==> config.mk <==
export PLATFORM = sky130hd
export DESIGN_NAME = vga_sync_gen
export DESIGN_NICKNAME = d
export VERILOG_FILES = /design/src/rtl/vga_sync_gen.sv
export SDC_FILE = /design/constraint.sdc
export NUM_CORES = 1
export LEC_CHECK = 0
export CAP_MARGIN = 20
export CORE_ASPECT_RATIO = 1.5
export CORE_MARGIN = 2
export CORE_UTILIZATION = 25
export CTS_BUF_LIST = sky130_fd_sc_hd__clkbuf_4 sky130_fd_sc_hd__clkbuf_8 sky130_fd_sc_hd__clkbuf_16
export DETAILED_ROUTE_END_ITERATION = 10
export PLACE_DENSITY_LB_ADDON = 0.2
export SYNTH_ARGS = -nofsm -noshare
export SYNTH_HDL_FRONTEND = slang
export SYNTH_SLANG_ARGS = --single-unit
==> constraint.sdc <==
create_clock -name clk -period 2.32 [get_ports clk]
set_input_delay 0.464 -clock clk [delete_from_list [all_inputs] [get_ports clk]]
set_output_delay 0.464 -clock clk [all_outputs]
set_load 0.03 [all_outputs]
==> src/rtl/vga_sync_gen.sv <==
// Raster timing generator: h/v counters, sync pulses, active-video flag and line/frame pulses.
// Optional frame counter output enabled by defining VGA_SYNC_FRAME_CNT_EN.
module vga_sync_gen #(
    parameter int H_ACTIVE = 640,
    parameter int H_FP     = 16,
    parameter int H_SYNC   = 96,
    parameter int H_BP     = 48,
    parameter int V_ACTIVE = 480,
    parameter int V_FP     = 10,
    parameter int V_SYNC   = 2,
    parameter int V_BP     = 33,
    parameter bit H_POL    = 1'b0,
    parameter bit V_POL    = 1'b0,
    parameter int CNT_W    = 10
) (
    input  logic             clk,
    input  logic             rst_n,
    output logic             hsync,
    output logic             vsync,
    output logic             video_on,
    output logic [CNT_W-1:0] pixel_x,
    output logic [CNT_W-1:0] pixel_y,
    output logic             line_end,
    output logic             frame_start
`ifdef VGA_SYNC_FRAME_CNT_EN
    ,
    output logic [15:0]      frame_cnt
`endif
);

    localparam int H_TOTAL  = H_ACTIVE + H_FP + H_SYNC + H_BP;
    localparam int V_TOTAL  = V_ACTIVE + V_FP + V_SYNC + V_BP;
    localparam int HS_START = H_ACTIVE + H_FP;
    localparam int HS_END   = H_ACTIVE + H_FP + H_SYNC;
    localparam int VS_START = V_ACTIVE + V_FP;
    localparam int VS_END   = V_ACTIVE + V_FP + V_SYNC;
    localparam logic [CNT_W-1:0] H_LAST = CNT_W'(H_TOTAL - 1);
    localparam logic [CNT_W-1:0] V_LAST = CNT_W'(V_TOTAL - 1);

    typedef enum logic {IDLE = 1'b0, RUN = 1'b1} state_t;

    state_t           state_q, state_d;
    logic [CNT_W-1:0] h_cnt_q, h_cnt_d;
    logic [CNT_W-1:0] v_cnt_q, v_cnt_d;
    logic             hsync_q, hsync_d;
    logic             vsync_q, vsync_d;
    logic             video_on_q, video_on_d;
    logic             line_end_q, line_end_d;
    logic             frame_start_q, frame_start_d;
    int               hx, vy;

    always_ff @(posedge clk or negedge rst_n) begin
        if (!rst_n) begin
            state_q <= IDLE;
        end else begin
            state_q <= state_d;
        end
    end

    // The first edge after reset only arms the generator; (0,0) is then presented without advancing.
    always_comb begin
        state_d = RUN;
        h_cnt_d = h_cnt_q;
        v_cnt_d = v_cnt_q;
        if (state_q == RUN) begin
            if (h_cnt_q == H_LAST) begin
                h_cnt_d = '0;
                v_cnt_d = (v_cnt_q == V_LAST) ? '0 : v_cnt_q + 1'b1;
            end else begin
                h_cnt_d = h_cnt_q + 1'b1;
            end
        end
    end

    // Decode from the next position so every registered output matches pixel_x/pixel_y.
    always_comb begin
        hx            = int'(h_cnt_d);
        vy            = int'(v_cnt_d);
        video_on_d    = (hx < H_ACTIVE) && (vy < V_ACTIVE);
        hsync_d       = ((hx >= HS_START) && (hx < HS_END)) ? H_POL : ~H_POL;
        vsync_d       = ((vy >= VS_START) && (vy < VS_END)) ? V_POL : ~V_POL;
        line_end_d    = (h_cnt_d == H_LAST);
        frame_start_d = (h_cnt_d == '0) && (v_cnt_d == '0);
    end

    always_ff @(posedge clk or negedge rst_n) begin
        if (!rst_n) begin
            h_cnt_q       <= '0;
            v_cnt_q       <= '0;
            hsync_q       <= ~H_POL;
            vsync_q       <= ~V_POL;
            video_on_q    <= 1'b0;
            line_end_q    <= 1'b0;
            frame_start_q <= 1'b0;
        end else begin
            h_cnt_q       <= h_cnt_d;
            v_cnt_q       <= v_cnt_d;
            hsync_q       <= hsync_d;
            vsync_q       <= vsync_d;
            video_on_q    <= video_on_d;
            line_end_q    <= line_end_d;
            frame_start_q <= frame_start_d;
        end
    end

`ifdef VGA_SYNC_FRAME_CNT_EN
    logic [15:0] frame_cnt_q, frame_cnt_d;

    // The frame start produced by the arming edge is not a completed frame, so it is skipped.
    always_comb begin
        frame_cnt_d = frame_cnt_q;
        if (frame_start_d && (state_q == RUN)) begin
            frame_cnt_d = frame_cnt_q + 16'd1;
        end
    end

    always_ff @(posedge clk or negedge rst_n) begin
        if (!rst_n) begin
            frame_cnt_q <= '0;
        end else begin
            frame_cnt_q <= frame_cnt_d;
        end
    end

    assign frame_cnt = frame_cnt_q;
`endif

    assign hsync       = hsync_q;
    assign vsync       = vsync_q;
    assign video_on    = video_on_q;
    assign pixel_x     = h_cnt_q;
    assign pixel_y     = v_cnt_q;
    assign line_end    = line_end_q;
    assign frame_start = frame_start_q;

endmodule

==> out/metrics.csv <==
metric;value;unit
status;finished, final reports clean;
post_dp_cell_area;2090;um2
synth_nets;173;
synthTopCellsByCount;dfrtp_1, inv_1, nand4_1;
netlist_area;1600;um2
ctsHtreeMaxLevel;1;
stdcell_area;2160;um2
area_growth;35.4;%
hold_class;primary input to asynchronous set/reset pin;
viasPerCell;4.95;
ir_drop;0.481;mV
yosysMostFrequentCell;dfrtp_1;
avgSynthCellArea;9.50;um2
coreArea;6170;um2
synth_edf_count;0;
arrival;2330;ps
slew_headroom;66.4;%
grt_usage;14.2;%
grt_max_degree;27;
place.port_buffers;26;
ff2ff_setup_slack;180;ps
die_area;7050;um2
wl_met1;1830;um
hpwl;3600;um
synth_area_leader_cell;dfrtp_1;
wl_met2;2570;um
ys_types;43;
finalHoldViolCount;0;
async_reset_ff_share;100;%
post-route-period-util;92.4;%
ys_seq_area_share;40.9;%
pwr_density_cell;749;nW/um2
ys.flop_type;dfrtp_1;
cts_buffer_depth;2;
start_util;25.9;%
ys_seq_elements;26;
wl_per_cell;15.9;um
cts_buffers;3;
crit_path_start_kind;flip-flop;
grt_antenna_before_repair;0;
grt_first_pass_wirelength;7870;um
routabilityCongestion;0.819;
gr-total-overflow;0;
synth_cells;168;
max_freq;467;MHz
cts_setup_buffers;0;
cp_max_fo;5;
io_pins;27;
yosys_warnings;0;
cts.clk_slew.worst_paths;90;ps
tns;0;ps
clockRootBuffer;clkbuf_8;
maxCapViolCount;0;
numClockSinks;26;
holdWs;554;ps
crit_required;2510;ps
path_class;flip-flop to flip-flop;
drt_iter0_markers;57;
rows;35;
firstDrtPassIters;4;
period_minus_slack;2140;ps
antennaDiodeCount;0;
grt_pass1_vias;1619;
top_layer;met4;
slew_viol_final;0;
drive_gt1_share;21.4;%
instances_no_fill;289;
fp.dieH;102;um
cp-end-kind;flip-flop;
setup_viol;0;
insertion_delay;270;ps
met3_length;77;um
synth_area_leaders;dfrtp_1, xnor2_1, nand4_1, inv_1, dfstp_2;
p_leak;0.872;nW
cts_tree;built;
ant_nets;0;
drt_wl_total;4600;um
nets;221;
fin_skew;1.22;ps
die_x;69.3;um
worst_pin_slew;503;ps
holdBufCountCts;0;
via_count;1430;
synth_top_area_share;37.6;%
drc_errors;0;
rsz0062_at_grt;false;
dp_cells;285;
cts_resized;0;
-- power breakdown --
part / switching, mW / internal (mW)
sequential: 0.100 / 0.512
clock: 0.151 / 0.152
combinational: 0.400 / 0.305
total: 0.651 / 0.968
-- stage by stage --
stage / util [%] / power [mW] / setup slack, ps
after floorplan: - / 1.04 / 11.6
after global placement: 33.9 / 1.33 / 129
after detailed placement: 33.9 / 1.33 / 93.4
after CTS: 34.8 / 1.65 / 73.6
after global routing: 35.0 / 1.74 / 27.0
final: 35.0 / 1.62 / 177
-- sequential cells by signal, summed over array words and instances (netlist names) --
name and cells:
line_end 1, pixel_y 10, pixel_x 10, frame_start 1, video_on 1, state_q 1, hsync 1, vsync 1
-- cell type report --
| type | count | area [um2] |
|---|---|---|
| Sequential cell | 26 | 654 |
| Multi-Input combinational cell | 119 | 863 |
| Tap cell | 74 | 92.6 |
| Clock buffer | 4 | 55.1 |
| Inverter | 17 | 63.8 |
| Timing Repair Buffer | 49 | 433 |
| Fill cell | 627 | 4010 |
-- final timing paths --
path / startpoint / end / cells after the start
worst min-delay path: rst_n / pixel_x[0]$_DFF_PN0_ / 2
worst max register to register: pixel_y[1]$_DFF_PN0_ / frame_start$_DFF_PN0_ / 8
worst min register to register: pixel_y[0]$_DFF_PN0_ / pixel_y[0]$_DFF_PN0_ / 1
min in group clk: pixel_y[0]$_DFF_PN0_ / pixel_y[0]$_DFF_PN0_ / 1
worst max-delay path: pixel_y[1]$_DFF_PN0_ / frame_start$_DFF_PN0_ / 8
max in group asynchronous: rst_n / vsync$_DFF_PN1_ / 2
-- cells by family (layout without fill, tap and decap cells) --
group	Yosys count	in the layout	synth area share, %
fa+ha+maj	3	3	2.35
other cells	1	1	0.235
buf+inv	23	70	5.88
flops	26	26	40.9
simple gates	72	72	28.8
xor+xnor	13	13	7.13
compound gates	26	26	12.0
mux	4	4	2.66
-- worst max-delay path, stage by stage, from the launching register on --
cell and delay [ps]:
dfrtp_1 430, inv_1 110, ha_1 150, or4b_4 480
nor3_4 150, nor2_2 80, a2111oi_4 300, nand4_1 140
nor4b_2 220
-- metal layers --
layer	vias to the layer above	global-route usage [%]
met1	698	15.2
met3	8	1.78
met2	25	27.2
met4	0	7.09
li1	699	-
met5	-	0
-- layout by cell type (no fill, tap or decap), drive strengths merged, types with 3 or more instances in the layout --
cell           count
dfrtp             24
nor2               9
nand2b             3
o31a               3
buf               23
o22ai              3
clkdlybuf4s50     26
nand2             11
nand4             13
nor3               8
nor4               6
clkbuf             4
and3               5
xor2               3
inv               17
ha                 3
o21ai              9
nand3              6
and2               4
xnor2             10
Note: power is estimated with default switching activity, not from simulation.
